--- src/rtl/adder_serial_nb_if.sv ---
// Handshake and operand/result bundle for the digit-serial adder/subtractor.
// Carries oOvf only when ADDER_SERIAL_OVF_EN is defined.
interface adder_serial_nb_if #(
    parameter int WIDTH = 16
);
    logic             iStart;
    logic             iSub;
    logic [WIDTH-1:0] iA;
    logic [WIDTH-1:0] iB;
    logic             iC_in;
    logic [WIDTH-1:0] oS;
    logic             oC_out;
    logic             oBusy;
    logic             oDone;
`ifdef ADDER_SERIAL_OVF_EN
    logic             oOvf;
`endif

    modport master (
        output iStart, iSub, iA, iB, iC_in,
`ifdef ADDER_SERIAL_OVF_EN
        input  oOvf,
`endif
        input  oS, oC_out, oBusy, oDone
    );

    modport slave (
        input  iStart, iSub, iA, iB, iC_in,
`ifdef ADDER_SERIAL_OVF_EN
        output oOvf,
`endif
        output oS, oC_out, oBusy, oDone
    );
endinterface

--- src/rtl/adder_serial_nb.sv ---
// Digit-serial adder/subtractor: WIDTH-bit operands, CHUNK bits per clock, LSB chunk first.
// Optional signed-overflow output oOvf enabled by defining ADDER_SERIAL_OVF_EN.
module adder_serial_nb #(
    parameter int WIDTH = 16,
    parameter int CHUNK = 4
) (
    input logic              iClk,
    input logic              iRst_n,
    adder_serial_nb_if.slave bus
);
    localparam int CHUNK_SAFE = (CHUNK < 1) ? 1 : CHUNK;
    localparam int N          = WIDTH / CHUNK_SAFE;
    localparam int CNT_W      = (N > 1) ? $clog2(N) : 1;

    generate
        if ((CHUNK < 1) || (WIDTH % CHUNK_SAFE != 0)) begin : gBadParam
            $error("adder_serial_nb: CHUNK must be >= 1 and divide WIDTH");
        end
    endgenerate

    typedef enum logic [1:0] {IDLE, RUN, DONE} state_t;

    state_t           state;
    state_t           stateNext;
    logic [WIDTH-1:0] aReg;
    logic [WIDTH-1:0] bReg;
    logic [WIDTH-1:0] sumReg;
    logic [WIDTH-1:0] sumNext;
    logic             carry;
    logic [CNT_W-1:0] cnt;
    logic             lastChunk;
    logic [CHUNK:0]   chunkFull;

    assign chunkFull = {1'b0, aReg[CHUNK-1:0]} + {1'b0, bReg[CHUNK-1:0]}
                     + {{CHUNK{1'b0}}, carry};
    // New chunk enters at the top; after N shifts the result is aligned.
    assign sumNext   = WIDTH'({chunkFull[CHUNK-1:0], sumReg} >> CHUNK);
    assign lastChunk = (cnt == CNT_W'(N - 1));

`ifdef ADDER_SERIAL_OVF_EN
    logic carryIntoTop;
    // Carry into the MSB recovered from sum bit and operand bits of the top position.
    assign carryIntoTop = chunkFull[CHUNK-1] ^ aReg[CHUNK-1] ^ bReg[CHUNK-1];
`endif

    always_ff @(posedge iClk) begin
        if (!iRst_n) begin
            state <= IDLE;
        end else begin
            state <= stateNext;
        end
    end

    always_comb begin
        stateNext = state;
        bus.oBusy = 1'b0;
        bus.oDone = 1'b0;
        case (state)
            IDLE: begin
                if (bus.iStart) stateNext = RUN;
            end
            RUN: begin
                bus.oBusy = 1'b1;
                if (lastChunk) stateNext = DONE;
            end
            DONE: begin
                bus.oDone = 1'b1;
                stateNext = IDLE;
            end
            default: stateNext = IDLE;
        endcase
    end

    always_ff @(posedge iClk) begin
        if (!iRst_n) begin
            aReg       <= '0;
            bReg       <= '0;
            sumReg     <= '0;
            carry      <= 1'b0;
            cnt        <= '0;
            bus.oS     <= '0;
            bus.oC_out <= 1'b0;
`ifdef ADDER_SERIAL_OVF_EN
            bus.oOvf   <= 1'b0;
`endif
        end else begin
            case (state)
                IDLE: begin
                    if (bus.iStart) begin
                        aReg  <= bus.iA;
                        bReg  <= bus.iSub ? ~bus.iB : bus.iB;
                        carry <= bus.iSub ? ~bus.iC_in : bus.iC_in;
                        cnt   <= '0;
                    end
                end
                RUN: begin
                    aReg   <= aReg >> CHUNK;
                    bReg   <= bReg >> CHUNK;
                    sumReg <= sumNext;
                    carry  <= chunkFull[CHUNK];
                    cnt    <= cnt + 1'b1;
                    if (lastChunk) begin
                        bus.oS     <= sumNext;
                        bus.oC_out <= chunkFull[CHUNK];
`ifdef ADDER_SERIAL_OVF_EN
                        bus.oOvf   <= carryIntoTop ^ chunkFull[CHUNK];
`endif
                    end
                end
                default: ;
            endcase
        end
    end
endmodule

--- src/flat_wrapper.sv ---
// flat-port wrapper written by rule: the top's interface ports become plain ports
module adder_serial_nb_flat 
#(
    parameter int WIDTH = 16,
    parameter int CHUNK = 4
)
  (iClk, iRst_n, bus_iStart, bus_iSub, bus_iA, bus_iB, bus_iC_in, bus_oS, bus_oC_out, bus_oBusy, bus_oDone);
  adder_serial_nb_if #(.WIDTH(WIDTH)) bus_i ();
  input logic iClk;
  input logic iRst_n;
  input wire logic [$bits(bus_i.iStart)-1:0] bus_iStart;
  input wire logic [$bits(bus_i.iSub)-1:0] bus_iSub;
  input wire logic [$bits(bus_i.iA)-1:0] bus_iA;
  input wire logic [$bits(bus_i.iB)-1:0] bus_iB;
  input wire logic [$bits(bus_i.iC_in)-1:0] bus_iC_in;
  output wire logic [$bits(bus_i.oS)-1:0] bus_oS;
  output wire logic [$bits(bus_i.oC_out)-1:0] bus_oC_out;
  output wire logic [$bits(bus_i.oBusy)-1:0] bus_oBusy;
  output wire logic [$bits(bus_i.oDone)-1:0] bus_oDone;
  assign bus_i.iStart = bus_iStart;
  assign bus_i.iSub = bus_iSub;
  assign bus_i.iA = bus_iA;
  assign bus_i.iB = bus_iB;
  assign bus_i.iC_in = bus_iC_in;
  assign bus_oS = bus_i.oS;
  assign bus_oC_out = bus_i.oC_out;
  assign bus_oBusy = bus_i.oBusy;
  assign bus_oDone = bus_i.oDone;
  adder_serial_nb #(.WIDTH(WIDTH), .CHUNK(CHUNK)) u_core (.iClk(iClk), .iRst_n(iRst_n), .bus(bus_i));
endmodule
--- config.mk ---
export PLATFORM = sky130hd
export DESIGN_NAME = adder_serial_nb_flat
export DESIGN_NICKNAME = d
export VERILOG_FILES = /design/src/rtl/adder_serial_nb_if.sv /design/src/rtl/adder_serial_nb.sv /design/src/flat_wrapper.sv
export SDC_FILE = /design/constraint.sdc
export NUM_CORES = 1
export LEC_CHECK = 0
export CORE_ASPECT_RATIO = 1.4
export CORE_MARGIN = 3
export CORE_UTILIZATION = 55
export CTS_CLUSTER_DIAMETER = 120
export CTS_CLUSTER_SIZE = 30
export DETAILED_ROUTE_END_ITERATION = 12
export MAX_ROUTING_LAYER = met4
export PLACE_DENSITY = 0.9
export SKIP_LAST_GASP = 1
export SLEW_MARGIN = 0
export SYNTH_ARGS = -nofsm -noshare
export SYNTH_HDL_FRONTEND = slang
export SYNTH_SLANG_ARGS = --single-unit
--- constraint.sdc ---
create_clock -name iClk -period 5.1 [get_ports iClk]
set_clock_uncertainty 0.1 [all_clocks]
set_input_delay 0.51 -clock iClk [delete_from_list [all_inputs] [get_ports iClk]]
set_output_delay 0.51 -clock iClk [all_outputs]
set_load 0.005 [all_outputs]
## After elaboration in Yosys (flattened, before gate mapping)

Cells that the tools add are included.

- Bits in registers: 70
- Bits of input ports: 37
- Output and inout bits: 19
- Word-level logic and storage cells: 38

- Add/subtract/negate cells: 3
- Equal/unequal tests: 5
- Mux-type cells: 15
- Bitwise operators: 2
- Reduce and logical (&&, ||, !) cells: 5

Operators by type and width:

| operator | count |
|---|---|
| case mux 16 bit (2 select lines) | 2 |
| 2-to-1 mux 16 bit | 3 |
| inverter 16 bit | 1 |
| case mux 2 bit (2 select lines) | 2 |
| 2-to-1 mux 2 bit | 3 |
| AND reduction 2 bit | 3 |
| adder 4 x 4 -> 5 bit | 1 |
| adder 5 x 1 -> 5 bit | 1 |
| equality test 2 bit, second input constant | 2 |
| 2-to-1 mux 1 bit | 4 |
| adder 2 x 1 -> 2 bit, second input constant | 1 |
| equality test 2 x 1 -> 1 bit, second input constant | 1 |
| zero test 2 bit | 1 |
| inequality test 2 x 1 -> 1 bit, second input constant | 1 |
| inequality test 2 bit, second input constant | 1 |
| case mux 1 bit (2 select lines) | 1 |
| nonzero test 2 bit | 1 |
| inverter 1 bit | 1 |

## Depth between registers and ports, before layout

- Depth in word-level cells: 4
- Mapped depth: 6
- Mapped depth without buffers: 6

## Least setup slack after synthesis

No wires, ideal clock.

- Path kind: reg2reg
- Start: register u_core.carry
- End: register u_core.bus.oC_out
- Library setup time: 0.086 ns
- Data arrival time: 1.451 ns
- Data required time: 4.914 ns
- Slack: 3.464 ns
- Stages on the path, launching flop included: 7
- Buffers on the path: 0
- Clock period less this slack: 1.636 ns
- Cell sequence: dfxtp_1 fa_1 inv_1 fa_1 nand2b_1 a21o_1 a211oi_1

- Cells in the longest elaborated chain, start to end: 1

Ends and longest elaborated chain:

| element | RTL line | RTL |
|---|---|---|
| start: declaration | adder_serial_nb.sv:29 | `logic carry;` |
| start signal: assignment | adder_serial_nb.sv:92 | `carry <= bus.iSub ? ~bus.iC_in : bus.iC_in;` |
| start signal: assignment | adder_serial_nb.sv:100 | `carry <= chunkFull[CHUNK];` |
| adder 5 x 1 -> 5 bit | adder_serial_nb.sv:35 | `+ {{CHUNK{1'b0}}, carry};` |
| end signal: assignment | adder_serial_nb.sv:104 | `bus.oC_out <= chunkFull[CHUNK];` |
| end: declaration | adder_serial_nb_if.sv:32 | `output oS, oC_out, oBusy, oDone` |

No other way between the ends.
A chain may end at the register's enable or synchronous reset.

==> PnR_summary.wiki <==
{| class="wikitable"
! Metric !! Value
|-
| Register-to-register setup slack || around 3 ns
|-
| CP endpoint kind || flip-flop
|-
| Dominant synthesized flop cell || dfxtp_1
|-
| Vias/cell || 5.64
|-
| Cts bufs inserted || 9
|-
| Area growth, synth to finish || 23.9%
|-
| Post-route setup TNS || 0 ns
|-
| Total grt overflow || 0
|-
| Buffer cell driving the clock tree root || clkbuf_8
|-
| Bufs on Longest Clock Path || 2
|-
| Total wire length after detailed routing || 6200 um
|-
| Share of the yosys chip area belonging to registers || 45.0%
|-
| Reg2reg path depth || 3
|-
| Power density relative to cell area || ~330 nW/um^2
|-
| GR Util All Layers || between 20 and 25%
|-
| Routed wire per std cell || 14.4 um
|-
| Number of antenna violations at the first check in global routing || 0
|-
| Reported leakage power || 0.00138 uW
|-
| Cell depth of the worst min-delay path || 2
|-
| Result of the run || complete, no violations
|-
| End of the worst hold path || u_core.bus.oS[8]
|-
| Clock-pin slew on the worst setup and hold paths || approximately 0.070 ns
|-
| Resized cells post-CTS || 0
|-
| VDD IR max || 0.234 mV
|-
| Die span in x || around 68 um
|-
| Warnings from Yosys || 0
|-
| Number of flops mapped to enable cells by yosys || 0
|-
| Initial DRC count || 168
|-
| Antenna-violating nets left || 0
|-
| Cells after Synth || 321
|-
| Per-instance average area after synthesis || 9.15 um^2
|-
| RSZ-0062 raised after global routing || no
|-
| Hold Startpoint || u_core.bus.oS[8]
|-
| Std-Cell Rows || 30
|-
| Path type of the worst min-delay path || reg2reg
|-
| Synth async-reset ratio || 0%
|-
| Count of final setup violators || 0
|-
| Worst skew pair latency || 0.33 ns
|-
| Synthesized flop and latch total || 66
|-
| Slew Viols, Final || 0
|-
| Number of distinct library cells after synthesis || 33
|-
| Number of vias in the routed layout || 2,426
|-
| Fillers || 369
|-
| Core utilization of the finished layout || ~73%
|-
| RR Endpoint || u_core.bReg[9]
|-
| First-pass GRT wire length || 10,200 um
|-
| Clock period minus worst slack || 3.00 ns
|-
| Area of the mapped netlist || 2940 um^2
|-
| Post-route insts no fill || 430
|-
| Clock sinks || 66
|-
| Total inserted antenna cells || 0
|-
| Hold buffer count at CTS || 0
|-
| Via count of the first global-routing pass || 2,304
|-
| Maximum fanout along the worst path || 40
|-
| Share of the cycle needed by the critical path after routing || roughly three fifths
|-
| DP Wirelength || 4150 um
|-
| Synthesized Nets || 364
|-
| Detailed-route DRC error count || 0
|-
| Die Footprint || between 6000 and 7000 um^2
|-
| Die Y || 92.5 um
|-
| CTS tree || yes
|-
| Max Clk Rate || 0.333 GHz
|-
| Number of placed I/O pins || 56
|-
| Worst slew pin tran || 1.25 ns
|-
| Endpoint required time on the critical path || approximately 5.3 ns
|-
| Layout net count || approximately 410
|-
| Post-Place Cells || 415
|-
| Floorplan Core Area || between 4000 and 5000 um^2
|-
| Reported max-cap violation count || 0
|-
| R2R Path Start || u_core.state[1]
|-
| Count of final hold-check violations || 0
|-
| Worst hold slack || about 0.35 ns
|-
| Number of detailed-routing iterations run before antenna repair || 4
|-
| Count of input and output buffers || 55
|-
| Remaining max-slew budget at the tightest pin || 16.3%
|-
| Category of the most critical setup path || in2reg
|-
| Worst Path Arrival || 3.15 ns
|-
| Pin count of the biggest net entering global routing || 44
|-
| Final weighted congestion in routability-driven placement || 0.825
|-
| Worst Setup Start Kind || primary input
|-
| CTS H-tree lvls || 3
|-
| Layout cells sized above 1 || 8.74%
|-
| Overall power after layout || 1200 uW
|-
| Starting density of the core || 58.8%
|-
| Number of buffers inserted to repair setup after CTS || 0
|}
sequential cells by signal, summed over array words and instances (netlist names):
name               flops
u_core.sumReg         12
u_core.aReg           16
u_core.carry           1
u_core.bus.oC_out      1
u_core.bReg           16
u_core.state           2
u_core.cnt             2
u_core.bus.oS         16
layout by cell type (no fill, tap or decap), types with 5 or more instances in the layout:
master / instances
o2bb2ai_1: 12
a211oi_1: 5
a22oi_1: 21
nor2b_1: 14
xor2_1: 17
nor2_1: 31
clkdlybuf4s50_1: 55
clkbuf_8: 11
nand2_1: 49
o221a_2: 12
dfxtp_1: 66
a21oi_1: 36
metal layers:
metal / share of wire [%] / global-route usage, % / wire length [um] / up-vias
li1: - / - / - / 1206
met1: 40 / 24.0 / 2470 / 1116
met2: 52 / 36.6 / 3230 / 92
met3: 6.0 / 5.58 / 369 / 12
met4: 2.0 / 10.8 / 125 / 0
met5: 0 / - / 0 / -
power by group:
| group | internal, uW | switching (uW) |
|---|---|---|
| registers | 543 | 19.0 |
| logic | 76.9 | 81.0 |
| clock network | 300 | 178 |
layout make-up:
cell class	instances	area, um^2	share of cell area, %
flip-flops and latches	66	1320	36.3
clock inverters	2	60.1	1.65
well taps	64	80.1	2.20
repair buffers	56	558	15.3
inverters	5	18.8	0.516
clock buffers	13	159	4.37
multi-input cells	224	1440	39.6
per-stage QoR:
stage	instance area (um^2)	setup slack [ns]
after floorplan	2940	3.46
after global placement	3420	1.88
after detailed placement	3420	1.84
after CTS	3640	2.17
after global routing	3640	2.00
final	3640	2.10
cells by family after synthesis:
kind of cell / after synthesis / share of synthesized area [%]
simple gates: 102 / 16.1
compound gates: 98 / 24.5
flops: 66 / 45.0
buf+inv: 31 / 5.92
xor+xnor: 18 / 5.37
fa+ha+maj: 6 / 3.07
worst max-delay path, stage by stage:
cell	delay [ns]
clkdlybuf4s50_1	0.88
inv_1	0.73
nor2_1	0.83
o2bb2ai_1	0.19
worst max path at each step:
stage | cells past startpoint | startpoint | to | slack (ns)
3_3_place_gp | 4 | iRst_n | u_core.bReg[7] | 1.88
6_report | 4 | iRst_n | u_core.bReg[9] | 2.10
4_1_cts | 4 | iRst_n | u_core.bReg[9] | 2.17
5_1_grt | 4 | iRst_n | u_core.bReg[2] | 2.00
2_1_floorplan | 6 | u_core.carry | u_core.bus.oC_out | 3.46
3_5_place_dp | 4 | iRst_n | u_core.bReg[11] | 1.84
Yosys cell counts (2+ instances only):
library cell	n	area [um^2]
o2bb2ai_1	12	105
a21oi_1	36	180
o21a_1	2	15.0
buf_6	2	22.5
nand2_1	49	184
a2111oi_0	2	17.5
dfxtp_1	66	1320
and3_1	2	12.5
o221a_2	12	135
a311o_1	2	20.0
a21o_1	3	22.5
xor2_1	17	149
nor2b_1	14	87.6
inv_1	4	15.0
nand2b_1	2	12.5
a211oi_1	5	37.5
fa_1	2	40.0
buf_4	7	52.6
a22oi_1	21	158
ha_1	4	50.1
buf_2	12	60.1
clkbuf_1	4	15.0
nor2_1	31	116
No activity file was read; power rests on OpenSTA's default activity.
